**src/rtl/ras_predictor_pkg.sv**
```systemverilog
// Shared types for the return address stack predictor.
// Port summary: none (package). Provides id_t, branch_results_t,
// ras_ptr_t and ras_checkpoint_t sized for the default configuration.
package ras_predictor_pkg;

    localparam int RAS_DEPTH_DEF = 8;
    localparam int MAX_IDS_DEF   = 8;

    localparam int ID_W  = $clog2(MAX_IDS_DEF);
    localparam int PTR_W = $clog2(RAS_DEPTH_DEF);
    localparam int CNT_W = $clog2(RAS_DEPTH_DEF + 1);

    typedef logic [ID_W-1:0] id_t;

    typedef struct packed {
        id_t         id;
        logic        valid;
        logic [31:0] pc;
        logic        is_call;
        logic        is_return;
    } branch_results_t;

    typedef logic [PTR_W-1:0] ras_ptr_t;

    typedef struct packed {
        ras_ptr_t          tos;
        logic [CNT_W-1:0]  count;
    } ras_checkpoint_t;

endpackage

```
**src/rtl/ras_predictor_checkpoint_table.sv**
```systemverilog
// Per-instruction-id snapshot of the stack pointer state {tos, count}.
// Ports: clk, we/waddr/wdata (one synchronous write), raddr/rdata
// (one asynchronous read). Contents are intentionally not reset.
module ras_checkpoint_table #(
    parameter int ENTRIES = 8,
    parameter int ADDR_W  = 3,
    parameter int WIDTH   = 7
) (
    input  logic              clk,
    input  logic              we,
    input  logic [ADDR_W-1:0] waddr,
    input  logic [WIDTH-1:0]  wdata,
    input  logic [ADDR_W-1:0] raddr,
    output logic [WIDTH-1:0]  rdata
);

    logic [WIDTH-1:0] mem_q [ENTRIES];

    always_ff @(posedge clk) begin
        if (we) begin
            mem_q[waddr] <= wdata;
        end
    end

    assign rdata = mem_q[raddr];

endmodule

```
**src/rtl/ras_predictor.sv**
```systemverilog
// Return address stack with per-id checkpoints for misprediction recovery.
// Ports: clk/rst, fetch_* (speculative push/pop tagged by fetch_id),
// ras_addr/ras_valid (top of stack), br_results/branch_flush (recovery).
module ras_predictor
    import ras_predictor_pkg::*;
#(
    parameter int RAS_DEPTH = RAS_DEPTH_DEF,
    parameter int MAX_IDS   = MAX_IDS_DEF
) (
    input  logic            clk,
    input  logic            rst,
    input  logic            fetch_valid,
    input  id_t             fetch_id,
    input  logic            fetch_push,
    input  logic [31:0]     fetch_push_addr,
    input  logic            fetch_pop,
    output logic [31:0]     ras_addr,
    output logic            ras_valid,
    input  branch_results_t br_results,
    input  logic            branch_flush
);

    localparam int P_W    = $clog2(RAS_DEPTH);
    localparam int C_W    = P_W + 1;
    localparam int CKPT_W = P_W + C_W;
    localparam logic [C_W-1:0] FULL = C_W'(RAS_DEPTH);

    logic [31:0]      storage_q [RAS_DEPTH];
    logic [P_W-1:0]   tos_q, tos_d, base_tos;
    logic [C_W-1:0]   count_q, count_d, base_cnt;
    logic [CKPT_W-1:0] ckpt_rd;

    logic             recover;
    logic             do_push, do_pop;
    logic [31:0]      push_addr;
    logic             wr_en;
    logic [P_W-1:0]   wr_idx;

    // A flush replaces the fetch-side operation entirely, including its checkpoint.
    assign recover = br_results.valid & branch_flush;

    ras_checkpoint_table #(
        .ENTRIES (MAX_IDS),
        .ADDR_W  (ID_W),
        .WIDTH   (CKPT_W)
    ) u_ckpt (
        .clk   (clk),
        .we    (fetch_valid & ~recover & ~rst),
        .waddr (fetch_id),
        .wdata ({tos_q, count_q}),
        .raddr (br_results.id),
        .rdata (ckpt_rd)
    );

    always_comb begin
        base_tos  = tos_q;
        base_cnt  = count_q;
        do_push   = fetch_valid & fetch_push;
        do_pop    = fetch_valid & fetch_pop;
        push_addr = fetch_push_addr;
        if (recover) begin
            {base_tos, base_cnt} = ckpt_rd;
            do_push   = br_results.is_call;
            do_pop    = br_results.is_return;
            push_addr = br_results.pc + 32'd4;
        end

        tos_d   = base_tos;
        count_d = base_cnt;
        wr_en   = 1'b0;
        wr_idx  = base_tos;
        if (do_push && do_pop) begin
            // Call and return in one step: replace the top in place.
            wr_en = 1'b1;
            if (base_cnt == '0) begin
                count_d = C_W'(1);
            end
        end else if (do_push) begin
            // At full the pointer simply wraps onto the oldest entry.
            tos_d  = base_tos + P_W'(1);
            wr_idx = base_tos + P_W'(1);
            wr_en  = 1'b1;
            if (base_cnt != FULL) begin
                count_d = base_cnt + C_W'(1);
            end
        end else if (do_pop) begin
            if (base_cnt != '0) begin
                tos_d   = base_tos - P_W'(1);
                count_d = base_cnt - C_W'(1);
            end
        end
    end

    always_ff @(posedge clk) begin
        if (rst) begin
            tos_q   <= '0;
            count_q <= '0;
        end else begin
            tos_q   <= tos_d;
            count_q <= count_d;
        end
    end

    // Storage is never reset; wrong-path overwrites are not undone on recovery.
    always_ff @(posedge clk) begin
        if (wr_en && !rst) begin
            storage_q[wr_idx] <= push_addr;
        end
    end

    assign ras_addr  = storage_q[tos_q];
    assign ras_valid = (count_q != '0);

endmodule

```
**config.mk**
```make
export PLATFORM = sky130hd
export DESIGN_NAME = ras_predictor
export DESIGN_NICKNAME = d
export VERILOG_FILES = /design/src/rtl/ras_predictor_pkg.sv /design/src/rtl/ras_predictor_checkpoint_table.sv /design/src/rtl/ras_predictor.sv
export SDC_FILE = /design/constraint.sdc
export NUM_CORES = 1
export LEC_CHECK = 0
export BUFFER_PORTS_ARGS = -buffer_cell sky130_fd_sc_hd__buf_4
export CORE_MARGIN = 3
export CORE_UTILIZATION = 48
export DETAILED_ROUTE_END_ITERATION = 16
export PLACE_DENSITY = 0.63
export SLEW_MARGIN = 10
export SYNTH_ARGS = -nofsm -noshare
export SYNTH_HDL_FRONTEND = slang
export SYNTH_SLANG_ARGS = --single-unit
```
**constraint.sdc**
```tcl
create_clock -name clk -period 15 [get_ports clk]
set_input_delay 3.75 -clock clk [delete_from_list [all_inputs] [get_ports clk]]
set_output_delay 3.75 -clock clk [all_outputs]
set_load 0.02 [all_outputs]
```
; After elaboration in Yosys (flattened, before gate mapping)
; Memories as Yosys holds them, arrays and structs flattened. A register that Yosys moved wholly into a read port is not among the register bits.
; Cells that the tools add are included.
; W data, S select, Z words.
[op_classes]
n_mux = 24
bitwise_logic = 7
n_eq_ne = 1
reduce_logical = 6
addsub = 5
[op_table]
columns = op, n
row1 = $add A32 B3 Y32 const B, 1
row2 = $mux W32, 1
row3 = $mux W4, 7
row4 = $mux W3, 8
row5 = $mux W1, 8
row6 = $reduce_bool A4 Y1, 2
row7 = $and A1 B1 Y1, 5
row8 = $add A4 B1 Y4 const B, 1
row9 = $logic_not A4 Y1, 1
row10 = $ne A4 B4 Y1 const B, 1
row11 = $sub A4 B1 Y4 const B, 1
row12 = $add A3 B1 Y3 const B, 1
row13 = $sub A3 B1 Y3 const B, 1
row14 = $logic_and A1 B1 Y1, 2
row15 = $not A1 Y1, 2
row16 = $logic_not A1 Y1, 1
[totals]
ff_bits = 7
inputBits = 79
n_memories = 2
ramBits = 312
word_cells = 47
[memory_table]
columns = memory, depth, width, rd, rd_clocked_by_memory_dff, wr, line
row1 = storage_q, 8, 32, 1, 1, 1, ras_predictor.sv:28  ; logic [31:0] storage_q [RAS_DEPTH];
row2 = u_ckpt.mem_q, 8, 7, 1, 0, 1, ras_predictor_checkpoint_table.sv:17  ; logic [WIDTH-1:0] mem_q [ENTRIES];

; Depth between registers and ports, before layout
; Gate-level depths: netlist (run 1).
[logic_depth]
ltp_word = 8
ltp_mapped = 12

; Hierarchy
; A second synthesis (run 1) with hierarchy kept.
[hier_totals]
hier_cells = 749
hier_area_um2 = 13555.5
[modules_own_cells]
columns = mod, cells_per_inst, seq_area_each_um2, n_inst, area_per_inst_um2
row1 = ras_predictor, 655, 7827.5, 1, 11329.6
row2 = ras_checkpoint_table, 94, 1681.6, 1, 2225.9

; Worst setup path after synthesis (run 1)
; No wires, ideal clock.
[synth_path]
path_kind = input port to flip-flop
from = in br_results[35] in the netlist's numbering
to = mem storage_q[6][0], enable pin
required_time_ns = 14.579
t_arrival_ns = 6.899
slack_ns = 7.680
cell_stages = 11
path_cell_list = buf_6 -> buf_6 -> mux4_1 -> mux2i_1 -> o21a_1 -> inv_1 -> ha_1 -> nand3_1 -> xor2_1 -> nand2_1 -> nor2_1
[synth_between]
elab_chain_cells = 5
[synth_rtl]
columns = element, line
row1 = "start, declared", ras_predictor.sv:19  ; input branch_results_t br_results,
row2 = $mem_v2 Z8 W7 (*), n/a
row3 = $mux W3 (*), ras_predictor.sv:61  ; if (recover) begin
row4 = $add A3 B1 Y3, ras_predictor.sv:81  ; wr_idx = base_tos + P_W'(1);
row5 = $mux W3, ras_predictor.sv:78  ; end else if (do_push) begin
row6 = $mux W3 (*), ras_predictor.sv:72  ; if (do_push && do_pop) begin
row7 = "end, declared", ras_predictor.sv:28
; Every way passes the cells marked *; elsewhere a longest branch is shown, timed or not.

==> results of run 1 <==
## worst max-delay path by stage
stage | start | endpoint | slack (ns) | cells after the start
floorplan | br_results[35] | storage_q[6][0] | 7.68 | 11
global placement | br_results[35] | storage_q[1][24] | 7.81 | 10
detailed placement | br_results[35] | storage_q[0][10] | 7.64 | 10
CTS | tos_q[0] | ras_addr[23] | 7.94 | 4
global route | tos_q[0] | ras_addr[30] | 7.83 | 4
finish | tos_q[0] | ras_addr[27] | 8.11 | 4
## area by class of cell
class,instances,area share [%]
clock buffers,39,5.118
clock inverters,19,1.295
multi-input cells,394,24.17
repair buffers,119,5.880
inverters,6,0.1430
well taps,372,2.956
flip-flops and latches,319,60.43
## registers in the layout, indices dropped and copies added, names as in the netlist
name / cells
storage_q: 256
u_ckpt.mem_q: 56
tos_q: 3
count_q: 4
## cell families after synthesis
family / count (synthesis)
AOI/OAI and AO/OA: 75
xor gates and xnor gates: 32
adders and majority gates: 6
buffers and inverters: 41
DFF: 319
muxes: 124
and+or+nand+nor: 157
## Yosys cell counts, types with 7 or more instances
cell,number
dfxtp_1,7
xor2_1,16
and3_1,7
xnor2_1,16
mux2_2,32
clkbuf_1,20
mux4_2,66
o21ai_0,28
nand4_1,7
edfxtp_1,312
nand2_1,64
mux2i_1,24
nor2_1,33
nand3_1,20
## routing by layer
layer	GRT usage, %	wire length [µm]	vias up
li1	-	-	3259
met1	25.29	12150	3634
met2	30.75	13670	183
met3	3.132	1293	33
met4	3.953	428	0
met5	0	0	-
## stage by stage
stage,instance area [µm²],setup slack [ns],power (mW),hold WS [ns]
floorplan,13450,7.680,1.227,0.5206
global placement,14690,7.811,1.327,0.6072
detailed placement,14690,7.635,1.335,0.6176
CTS,15700,7.942,2.097,0.6294
global route,15750,7.828,2.155,0.6394
finish,15750,8.105,2.079,0.6219
## placed cells by master, fill, tap and decap left out, types with 3 or more instances in the layout
master / count
or3_1: 3
nor2b_1: 3
bufinv_16: 4
and2_1: 6
a31oi_1: 6
nand4_1: 7
mux4_2: 66
o21ai_1: 6
a22oi_1: 6
buf_4: 117
a21oi_1: 5
clkinv_2: 4
xor2_1: 16
inv_1: 6
ha_1: 6
nor2_1: 25
nor2_4: 8
o21ai_0: 28
nand2b_1: 3
nand2_1: 63
and3_1: 7
nor3_1: 4
clkbuf_1: 8
clkbuf_16: 31
a22o_1: 3
dfxtp_1: 4
mux2_2: 32
edfxtp_1: 312
xnor2_1: 16
clkinv_1: 6
mux2i_1: 24
nand3_1: 20
o21a_1: 3
## report_power, final
| part | leakage, nW | internal (mW) | switching [mW] |
|---|---|---|---|
| logic | 1.81 | 0.130 | 0.148 |
| registers | 2.89 | 1.01 | 0.0235 |
| clock network | 0.487 | 0.449 | 0.317 |
| total | 5.19 | 1.59 | 0.488 |
==> results_dict.tcl, run 1 <==
set metrics [dict create \
    syn_inst 754 \
    totalWireLength_mm 27.54 \
    critPathCaptureType "output port" \
    root_buffer "clkbuf_16" \
    ys_async_sr_fraction_pct 0 \
    htreeDepth 1 \
    synth_area_mm2 0.01345 \
    insertion_delay_ns 0.55 \
    cts_tree "yes" \
    yosysTopAreaCell "edfxtp_1" \
    cts_max_path_buffers 3 \
    ant_nets 0 \
    grt_pass1_wl_mm 43.16 \
    ys_types 52 \
    start_kind "register" \
    dr.pass1.iters 5 \
    yosys.area_share.simple_pct 5.432 \
    yosys_warnings 0 \
    start_util_pct 49.37 \
    timing.rr.start "tos_q[1]" \
    grt_pass1_vias 7476 \
    drt-initial-drc-count 531 \
    synth_compound_area_share_pct 3.850 \
    slowest_stage "dfxtp_4" \
    hold_class "register to register" \
    hold_buffers 0 \
    setup_viol 0 \
    placedCellCount 1208 \
    reg2regPathDepth 9 \
    cts_resized 0 \
    fin_util_pct 57.78 \
    fill_cells 2048 \
    finalCritPeriodShare_pct 45.96 \
    critPathKind "register to output port" \
    holdPathStages 0 \
    worstHoldStart "tos_q[2]" \
    synth.area.top_cells "edfxtp_1, mux4_2, mux2_2" \
    synth-main-ff-cell "edfxtp_1" \
    core-area_mm2 0.02725 \
    dpl.hpwl_mm 17.26 \
    cellPowerDensity_mw_per_mm2 132.0 \
    cpMostUsedCell "buf_4" \
    maxSlewHeadroom_pct 19.17 \
    antenna_found_initial 0 \
    grt_max_degree 76 \
    cp_top_family "multiplexers" \
    worst_ir_drop_vdd_v 0.00007858 \
    synth_top_cell_area_share_pct 69.64 \
    synth_top_family_by_area "multiplexers" \
    r2r_end "storage_q[3][6]" \
    nNetsFinal 956 \
    gr-usage-all-layers_pct 18.26 \
    die_y_um 173.4 \
    synth_enable_flop_cells 312 \
    multi_input_area_mm2 0.003806 \
    p_leak_nw 5.188 \
    setup_tns_ns 0 \
    ys_seq_elements 319 \
    maxCapViolCount 0 \
    seq_area_mm2 0.009515 \
    drc 0 \
    synthXorXnorAreaFrac_pct 2.083 \
    drive_gt1_share_pct 31.58 \
    synthMuxAreaShare_pct 15.90 \
    drv_slew 0 \
    synthAdderAreaFrac_pct 0.5580 \
    ios 112 \
    path_buf_inv 2 \
    hold_viol_final 0 \
    die_w_um 173.4 \
    status "complete, no violations" \
    cts_sinks 319 \
    vias 7109 \
    crit_required_ns 11.25 \
    fin_crit_ns 6.895 \
    path_cells "buf_4 -> mux4_2 -> mux2_2 -> buf_4" \
    synth_area_per_cell_um2 17.84 \
    clock.fmax_mhz 145.0 \
    syn-num-nets 839 \
    clk_pin_slew_ns 0.07 \
    cpPeakStageDelay_ns 0.86 \
    skew_ns 0.01183 \
    fin_cells 1268 \
    port_buffers 111 \
    wire_per_inst_um 21.72 \
    yosysSeqAreaShare_pct 70.68 \
    area_delta_synth_final_pct 17.04 \
    rsz0062_at_grt "false" \
    crit_fanout 42 \
    n_antenna_cell 0 \
    crit_arrival_ns 3.14 \
    viasPerCell 5.606 \
    worst_pin_slew_ns 1.210 \
    cts_setup_buffers 0 \
    numCtsBuffers 31 \
    reg2reg_slack_ns 10.90 \
    num_rows 60 \
    place_congestion 0.8269 \
    grt-ovfl-total 0 \
    die_area_mm2 0.03007 \
    whs_endpoint "u_ckpt.mem_q[7][6]" \
]
(Power assumes the default switching activity.)
==> run 2, diff against run 1 <==
--- a/config.mk
+++ b/config.mk
@@ -9,7 +9,7 @@
 export CORE_MARGIN = 3
 export CORE_UTILIZATION = 48
 export DETAILED_ROUTE_END_ITERATION = 16
-export PLACE_DENSITY = 0.63
+export PLACE_DENSITY = 0.66
 export SLEW_MARGIN = 10
 export SYNTH_ARGS = -nofsm -noshare
 export SYNTH_HDL_FRONTEND = slang
==> constraint.sdc (replaced) <==
create_clock -name clk -period 5.5 [get_ports clk]
set_input_delay 1.375 -clock clk [delete_from_list [all_inputs] [get_ports clk]]
set_output_delay 1.375 -clock clk [all_outputs]
set_load 0.02 [all_outputs]
==> run 2 against run 1 <==
Non-clock buffer count up 6. Die area stayed put. Clock power grew to 2.7 times the previous value. Cell count rose by 0.47%. First-iteration DRC count is 20% higher. Register-to-register slack worse by 9.0 ns. Clock-buffer cell count decreased by 1. Power rose to 2.7 times the previous value. Cell area is 0.26% higher. Sequential power rose to 2.7 times the previous value. Hold slack improved by 0.0062 ns. Clock skew down 0.00082 ns. Critical path type unchanged.
==> results_dict.tcl, run 2 (synthesis results as in run 1) <==
set metrics [dict create \
    cts_resized 0 \
    reg_top3 "storage_q: 256 flops, u_ckpt.mem_q: 56 flops, count_q: 4 flops" \
    clk_pin_slew_ns 0.06 \
    core-area_mm2 0.02725 \
    maxCapViolCount 0 \
    reg2regPathDepth 10 \
    dpl.hpwl_mm 17.39 \
    numCtsBuffers 31 \
    fin_crit_ns 4.115 \
    crit_arrival_ns 2.74 \
    crit_required_ns 4.12 \
    die_area_mm2 0.03007 \
    r2r_end "storage_q[4][13]" \
    rsz0062_at_grt "false" \
    grt-ovfl-total 0 \
    drv_slew 0 \
    die_y_um 173.4 \
    path_cells "buf_12 -> mux4_2 -> mux2_2 -> buf_4" \
    cts_max_path_buffers 3 \
    largest_reg_flops 256 \
    status "complete, no violations" \
    die_w_um 173.4 \
    hold_buffers 0 \
    worst_ir_drop_vdd_v 0.0002468 \
    drc 0 \
    crit_fanout 40 \
    port_buffers 111 \
    ant_nets 0 \
    place_congestion 0.8118 \
    cpPeakStageDelay_ns 1.00 \
    finalCritPeriodShare_pct 74.81 \
    viasPerCell 5.709 \
    placement.cell_area_mm2 0.01479 \
    cellPowerDensity_mw_per_mm2 357.8 \
    vias 7273 \
    totalPowerFinal_mw 5.648 \
    hold_viol_final 0 \
    nNetsFinal 962 \
    totalWireLength_mm 28.05 \
    mostFrequentLayoutCells "edfxtp_1, buf_4, mux4_2" \
    num_rows 60 \
    hold_class "register to register" \
    stdcell_area_mm2 0.01579 \
    cts_tree "yes" \
    start_kind "register" \
    insertion_delay_ns 0.55 \
    drive_gt1_share_pct 32.04 \
    drt-initial-drc-count 636 \
    setup_viol 0 \
    maxSlewHeadroom_pct 24.74 \
    slowest_stage "dfxtp_2" \
    timing.rr.start "tos_q[1]" \
    worstHoldStart "count_q[2]" \
    critPathCaptureType "output port" \
    critPathKind "register to output port" \
    start_util_pct 49.37 \
    grt_max_degree 49 \
    cts_setup_buffers 0 \
    skew_ns 0.01101 \
    worst_pin_slew_ns 1.120 \
    wire_per_inst_um 22.01 \
    ios 112 \
    htreeDepth 1 \
    whs_endpoint "u_ckpt.mem_q[2][2]" \
    clock.fmax_mhz 243.0 \
    dr.pass1.iters 5 \
    placedCellCount 1216 \
    regMostFlops "storage_q" \
    fin_cells 1274 \
    reg2reg_slack_ns 1.92 \
    area_delta_synth_final_pct 17.35 \
    p_leak_nw 5.226 \
    grt_pass1_vias 7613 \
    gr-usage-all-layers_pct 18.54 \
    holdPathStages 0 \
    root_buffer "clkbuf_16" \
    setup_tns_ns 0 \
    antenna_found_initial 0 \
    n_antenna_cell 0 \
    grt_pass1_wl_mm 44.05 \
    final_common_cell "edfxtp_1" \
    cts_sinks 319 \
]
## run 2: worst max-delay path by stage
stage                    from                to  slack, ns  cells after the start
2_1_floorplan  br_results[35]   storage_q[6][0]       0.55                     11
3_3_place_gp   br_results[35]  storage_q[4][17]       0.97                     11
3_5_place_dp   br_results[35]  storage_q[4][11]       0.81                     11
4_1_cts              tos_q[0]      ras_addr[12]       1.36                      4
5_1_grt        br_results[35]  storage_q[4][14]       1.26                     11
6_report             tos_q[1]       ras_addr[2]       1.39                      4
## run 2: power by group
group	total, mW	internal (mW)	switching [mW]
Combinational	0.769	0.358	0.411
Sequential	2.82	2.76	0.0617
Clock	2.06	1.22	0.842
## run 2: final cells by class
cell class                      count  area, µm²
Timing Repair Buffer              125      975.9
Fill cell                        2079      11460
Multi-Input combinational cell    394       3811
Tap cell                          372      465.4
Clock inverter                     20      193.9
Inverter                            6      22.52
Sequential cell                   319       9515
Clock buffer                       38      802.0
## run 2: routing by layer
metal | wire (µm) | vias to the layer above | global-route usage (%)
met5 | 0 | - | 0
met4 | 513 | 0 | 3.750
met3 | 1435 | 42 | 2.760
met2 | 14520 | 238 | 32.34
met1 | 11580 | 3738 | 25.08
li1 | - | 3255 | -
## run 2: worst max-delay path, delay by kind of cell, from the launching register on
| kind | cells | cell delay [ns] |
|---|---|---|
| buffers and inverters | 2 | 0.50 |
| muxes | 2 | 0.65 |
| DFF | 1 | 1.00 |
## run 2: per-stage QoR
step / worst slack (ns) / hold slack, ns / utilization, %
final: 1.385 / 0.6281 / 57.93
after global routing: 1.259 / 0.6462 / 57.93
after CTS: 1.363 / 0.6366 / 57.93
after detailed placement: 0.8123 / 0.6322 / 54.27
after global placement: 0.9679 / 0.6125 / 54.27
after floorplan: 0.5547 / 0.5206 / -
